File: src/rtl/audio_codec_cfg_sequencer.sv
// -----------------------------------------------------------------------------
// audio_codec_cfg_sequencer
//
// Walks the fixed 11-entry WM8731 register table and hands one 24-bit word at
// a time to the I2C serial programmer. Each word is presented as
// {DEV_ADDR, reg[6:0], data[8:0]}. The transfer is opened with mgo and ends
// when the programmer's mend flag is seen low and then high again. A NACK
// (mack=1) or a stuck transfer is retried until RETRY_MAX attempts have failed.
//
// Ports:
//   clk         I2C control clock, shared with the programmer
//   reset       asynchronous, active-high
//   start       single-cycle request to (re)run the sequence (ignored while busy)
//   mend        programmer transfer-end flag (0 = armed/running, 1 = finished)
//   mack        programmer ack flag (1 = NACK seen), valid while mend=1
//   mgo         transfer enable to the programmer
//   mstep       current table index
//   i2c_data    word being transmitted
//   busy        sequence in progress
//   done        every word acknowledged
//   error       a word exhausted its retries
//   nack_total  saturating count of failed attempts in the current run
// -----------------------------------------------------------------------------
`timescale 1ns/1ps

module audio_codec_cfg_sequencer #(
    parameter logic [7:0] DEV_ADDR      = 8'h34,
    parameter int         RETRY_MAX     = 3,
    parameter int         SETTLE_CYCLES = 4,
    parameter int         WAIT_TIMEOUT  = 255,
    parameter int         AUTO_START    = 1
) (
    input  logic        clk,
    input  logic        reset,
    input  logic        start,
    input  logic        mend,
    input  logic        mack,
    output logic        mgo,
    output logic [3:0]  mstep,
    output logic [23:0] i2c_data,
    output logic        busy,
    output logic        done,
    output logic        error,
    output logic [7:0]  nack_total
);

    localparam logic [3:0] LAST_IDX = 4'd10;
    // One counter serves LOAD length, SETTLE length and the GO timeout; it is
    // cleared on every state change, so it must hold the largest of them.
    localparam int CNT_MAX = (WAIT_TIMEOUT > SETTLE_CYCLES) ? WAIT_TIMEOUT : SETTLE_CYCLES;
    localparam int CNT_W   = $clog2(CNT_MAX + 1);

    typedef enum logic [2:0] {
        S_IDLE,
        S_LOAD,
        S_GO,
        S_CHECK,
        S_SETTLE,
        S_DONE,
        S_ERROR
    } state_t;

    state_t             state, state_n;
    logic [3:0]         idx, idx_n;
    logic [3:0]         retry, retry_n;
    logic [CNT_W-1:0]   cnt, cnt_n;
    logic               seen_low, seen_low_n;
    logic               nack_flag, nack_flag_n;
    logic               restart;

    logic               mgo_n;
    logic [3:0]         mstep_n;
    logic [23:0]        i2c_data_n;
    logic               busy_n;
    logic               done_n;
    logic               error_n;
    logic [7:0]         nack_total_n;

    // {reg[6:0], data[8:0]} for each table index.
    function automatic logic [15:0] table_entry(input logic [3:0] i);
        logic [15:0] e;
        case (i)
            4'd0:    e = {7'd15, 9'h000};
            4'd1:    e = {7'd0,  9'h017};
            4'd2:    e = {7'd1,  9'h017};
            4'd3:    e = {7'd2,  9'h079};
            4'd4:    e = {7'd3,  9'h079};
            4'd5:    e = {7'd4,  9'h012};
            4'd6:    e = {7'd5,  9'h000};
            4'd7:    e = {7'd6,  9'h000};
            4'd8:    e = {7'd7,  9'h042};
            4'd9:    e = {7'd8,  9'h000};
            4'd10:   e = {7'd9,  9'h001};
            default: e = 16'h0000;
        endcase
        return e;
    endfunction

    // -------------------------------------------------------------------------
    // Next-state and next-output logic
    // -------------------------------------------------------------------------
    always_comb begin
        // NOTE: every variable gets its hold value first so no path through
        // the case statement can leave one unassigned and infer a latch.
        state_n      = state;
        idx_n        = idx;
        retry_n      = retry;
        seen_low_n   = seen_low;
        nack_flag_n  = nack_flag;
        nack_total_n = nack_total;
        i2c_data_n   = i2c_data;
        restart      = 1'b0;

        case (state)
            S_IDLE: begin
                if (start || (AUTO_START != 0)) restart = 1'b1;
            end

            S_LOAD: begin
                if (cnt == CNT_W'(1)) begin
                    state_n    = S_GO;
                    seen_low_n = 1'b0;
                end
            end

            S_GO: begin
                // A stale mend=1 at GO entry is ignored: completion needs a
                // registered low sample first.
                if (seen_low && mend) begin
                    state_n     = S_CHECK;
                    nack_flag_n = mack;
                end else if (cnt == CNT_W'(WAIT_TIMEOUT - 1)) begin
                    state_n     = S_CHECK;
                    nack_flag_n = 1'b1;
                end else if (!mend) begin
                    seen_low_n  = 1'b1;
                end
            end

            S_CHECK: begin
                if (!nack_flag) begin
                    retry_n = 4'd0;
                    if (idx == LAST_IDX) begin
                        state_n = S_DONE;
                    end else begin
                        idx_n   = idx + 4'd1;
                        state_n = S_SETTLE;
                    end
                end else begin
                    retry_n = retry + 4'd1;
                    if (nack_total != 8'hFF) nack_total_n = nack_total + 8'd1;
                    if (retry + 4'd1 == 4'(RETRY_MAX)) state_n = S_ERROR;
                    else                               state_n = S_SETTLE;
                end
            end

            S_SETTLE: begin
                if (cnt == CNT_W'(SETTLE_CYCLES - 1)) state_n = S_LOAD;
            end

            S_DONE, S_ERROR: begin
                if (start) restart = 1'b1;
            end

            default: state_n = S_IDLE;
        endcase

        if (restart) begin
            state_n      = S_LOAD;
            idx_n        = 4'd0;
            retry_n      = 4'd0;
            nack_total_n = 8'd0;
        end

        // Shared phase counter: restarts on every state change, counts only
        // in the states that time themselves.
        if (state_n != state) begin
            cnt_n = '0;
        end else if (state == S_LOAD || state == S_GO || state == S_SETTLE) begin
            cnt_n = cnt + CNT_W'(1);
        end else begin
            cnt_n = cnt;
        end

        // Outputs are derived from the next state so that, once registered,
        // they describe the state the machine is actually in.
        mgo_n   = (state_n == S_GO);
        busy_n  = (state_n == S_LOAD) || (state_n == S_GO) ||
                  (state_n == S_CHECK) || (state_n == S_SETTLE);
        done_n  = (state_n == S_DONE);
        error_n = (state_n == S_ERROR);
        mstep_n = idx_n;
        if (state_n == S_LOAD) i2c_data_n = {DEV_ADDR, table_entry(idx_n)};
    end

    // -------------------------------------------------------------------------
    // State and output registers
    // -------------------------------------------------------------------------
    // NOTE: non-blocking assignments here so every register samples the
    // pre-edge values computed above, independent of statement order.
    always_ff @(posedge clk or posedge reset) begin
        if (reset) begin
            state      <= S_IDLE;
            idx        <= 4'd0;
            retry      <= 4'd0;
            cnt        <= '0;
            seen_low   <= 1'b0;
            nack_flag  <= 1'b0;
            mgo        <= 1'b0;
            mstep      <= 4'd0;
            i2c_data   <= 24'd0;
            busy       <= 1'b0;
            done       <= 1'b0;
            error      <= 1'b0;
            nack_total <= 8'd0;
        end else begin
            state      <= state_n;
            idx        <= idx_n;
            retry      <= retry_n;
            cnt        <= cnt_n;
            seen_low   <= seen_low_n;
            nack_flag  <= nack_flag_n;
            mgo        <= mgo_n;
            mstep      <= mstep_n;
            i2c_data   <= i2c_data_n;
            busy       <= busy_n;
            done       <= done_n;
            error      <= error_n;
            nack_total <= nack_total_n;
        end
    end

endmodule

File: config.mk
export PLATFORM = sky130hd
export DESIGN_NAME = audio_codec_cfg_sequencer
export DESIGN_NICKNAME = d
export VERILOG_FILES = /design/src/rtl/audio_codec_cfg_sequencer.sv
export SDC_FILE = /design/constraint.sdc
export NUM_CORES = 1
export LEC_CHECK = 0
export BUFFER_PORTS_ARGS = -buffer_cell sky130_fd_sc_hd__clkbuf_2
export CORE_MARGIN = 2
export CORE_UTILIZATION = 50
export CTS_CLUSTER_SIZE = 40
export DETAILED_ROUTE_END_ITERATION = 6
export PLACE_DENSITY_LB_ADDON = 0.05
export SYNTH_ARGS = -nofsm -noshare
export SYNTH_HDL_FRONTEND = slang
export SYNTH_SLANG_ARGS = --single-unit
File: constraint.sdc
create_clock -name clk -period 3.07 [get_ports clk]
set_clock_uncertainty 0.2 [all_clocks]
set_input_delay 0.307 -clock clk [delete_from_list [all_inputs] [get_ports clk]]
set_output_delay 0.307 -clock clk [all_outputs]
set_load 0.02 [all_outputs]
==> results.yml <==
worst_setup_path:
  critPathMaxFanout: 16
  crit_type: "reg -> reg"
  critPathLaunchType: "register"
  worstPathArrival_ns: 2.83
  cp-end-kind: "register"
  cp_cell_sequence: "buf_4, nand4b_1, o211ai_2, a21oi_1, o21ai_0, o31a_1, mux2_2"
  cp_data_required_time_ns: 3.05
  slowest_delay_ns: 0.87
  crit_slowest_cell: "a21oi_1"
routing:
  post_drt_via_cell_ratio: 5.155
  drt_iter0_markers: 73
  wire_per_inst_um: 13.36
  vias: 1923
  totalWireLength_um: 4982
  drc: 0
  ant_nets: 0
  firstDrtPassIters: 4
job:
  drv_cap: 0
run_status:
  outcome: "finished, final reports clean"
place:
  detailed_place_hpwl_um: 3565
  place_area_um2: 2861
  port_buffers: 34
  place_congestion: 0.8003
clock_network:
  clk_latency_ns: 0.29
  cts.htree.levels: 2
  clk_path_buf_depth: 2
  path_clk_slew_ns: 0.08
  post_cts_buffers: 0
  cts_root_buf: "clkbuf_8"
  numCtsBuffers: 5
  cts_tree: "done"
  clock_sinks: 44
timing:
  whs_ns: 0.1023
  timing.fmax_ghz: 0.3508
  hold_viol_final: 0
  rsz0062_at_grt: "false"
  slew_headroom_pct: 29.07
  finalSetupViolCount: 0
  post-route-period-util_pct: 92.84
  fin_tns_setup_ns: 0
  period_needed_ns: 2.850
  worst_slew_pin_slew_ns: 1.064
  timing.final.max_slew_violations: 0
floorplan:
  fp.dieW_um: 76.32
  dieHeight_um: 76.32
  num_io_pins: 45
  dieArea_um2: 5825
  design.core.area_um2: 5075
  fp-row-count: 26
  start_util_pct: 51.53
layout:
  regArea_um2: 1102
  layout_commonest_cell: "dfrtp_1"
  area_growth_syn_to_layout_pct: 14.07
  fin_nets: 319
  drive_above_1_share_pct: 24.09
  final_area_um2: 2983
  nFillCells: 467
  final_cell_mix: "43 x dfrtp_1, 34 x clkbuf_2, 23 x nor2_1"
  multi_input_area_um2: 1348
  n_antenna_cell: 0
power_and_ir_drop:
  power.density_nw_per_um2: 786.2
  irDropWorstVdd_mv: 0.4691
  p_leak_uw: 0.001388
yosys:
  synth.avg_cell_area_um2: 10.06
  synth_warnings: 0
  yosys_most_used_dff: "dfrtp_1"
  ys_seq_area_share_pct: 42.11
  synthArstFlopShare_pct: 100.0
  synth_edf_count: 0
  netlist_instances: 260
  synth.distinct_cells: 51
  ys_seq_elements: 44
  yosys.area.top_type: "dfrtp_1"
  synthTopCellsByArea: "dfrtp_1 42%, ha_1 5.7%, mux2_4 5.2%"
  yosysTopAreaCellShare_pct: 42.11
  synth_area_um2: 2615
global_routing:
  grt_pass1_vias: 1743
  grt_first_pass_wirelength_um: 8659
  grt_antenna_before_repair: 0
  grt_max_degree: 30
  grt-ovfl-total: 0
  grtUsageTotal_pct: 18.44
worst_hold_path:
  hold_class: "in -> reg"
## state kept, by name, indices dropped and copies added, names as in the netlist
name and cells:
i2c_data 11, cnt 8, nack_total 8, idx 4
retry 4, state 3, busy 1, done 1
error 1, mgo 1, nack_flag 1, seen_low 1
## power breakdown
part           switching, µW  internal [µW]  leakage (µW)
Clock                    192            242     0.0000552
Sequential               101            692      0.000571
Combinational            631            488      0.000762
## cell usage after synthesis, drive strengths merged, types with 3 or more instances
library cell / instances
nor3: 8
mux2i: 6
xnor2: 6
nand4b: 4
or2: 3
a21oi: 10
o22ai: 5
o21ai: 10
nand3b: 3
mux2: 10
buf: 20
xor2: 12
nor2b: 3
inv: 14
and3: 3
nor2: 24
clkbuf: 3
nand2: 13
nand4: 6
nor3b: 4
ha: 12
or3: 3
nand3: 9
dfrtp: 44
## layout make-up
cell class	instances	area share, %
inverters	14	1.762
clock inverters	2	1.174
multi-input cells	188	45.18
well taps	70	2.936
flip-flops and latches	44	36.95
repair buffers	49	9.564
clock buffers	6	2.433
## worst max-delay path: cells and delay by family (launching register included)
| kind | cells | cell delay (ns) |
|---|---|---|
| compound gates | 4 | 1.50 |
| buf+inv | 1 | 0.22 |
| flops | 1 | 0.41 |
| mux | 1 | 0.27 |
| simple gates | 1 | 0.14 |
## cells by family (layout without fill, tap and decap cells)
logic type,after synthesis,in the layout,synth area share (%)
AO/OA/AOI/OAI,38,38,9.665
XOR/XNOR,18,18,6.029
adder cells (fa/ha/maj),12,12,5.741
buffers and inverters,37,71,7.751
flip-flops,44,44,42.11
multiplexers,16,16,7.895
other,1,10,0.1434
AND/OR/NAND/NOR,94,94,20.67
## metal layers
metal / part of all wire [%] / vias to the layer above / GRT usage, %
li1: - / 972 / -
met1: 51 / 903 / 26.60
met2: 45 / 43 / 28.76
met3: 3.2 / 5 / 2.962
met4: 1.1 / 0 / 5.455
met5: 0 / - / 0
## final timing paths
path	startpoint	slack, ns	cells past startpoint	end
min	mack	0.10	2	nack_flag
min in group asynchronous	reset	0.46	3	nack_total[6]
min reg2reg	i2c_data[18]	0.32	1	i2c_data[18]
max in group asynchronous	reset	1.49	4	state[1]
max reg2reg	state[0]	0.22	7	i2c_data[6]
max	state[0]	0.22	7	i2c_data[6]
## metrics by stage
step / utilization, % / power [µW] / setup WS (ns) / std cells
final: 58.78 / 2345 / 0.2197 / 373
after global routing: 58.78 / 2524 / 0.006441 / 373
after CTS: 58.70 / 2370 / 0.1384 / 373
after detailed placement: 56.39 / 1924 / 0.1662 / 364
after global placement: 56.39 / 1920 / 0.2464 / 364
after floorplan: - / 1642 / 0.1272 / 269
## what timing repair did
item,in CTS,in global routing
endpoints found under the hold margin,28,0
resized for setup,0,2
endpoints found under the setup margin,0,1
hold buffers,1,0
No activity file was read; power rests on OpenSTA's default activity.
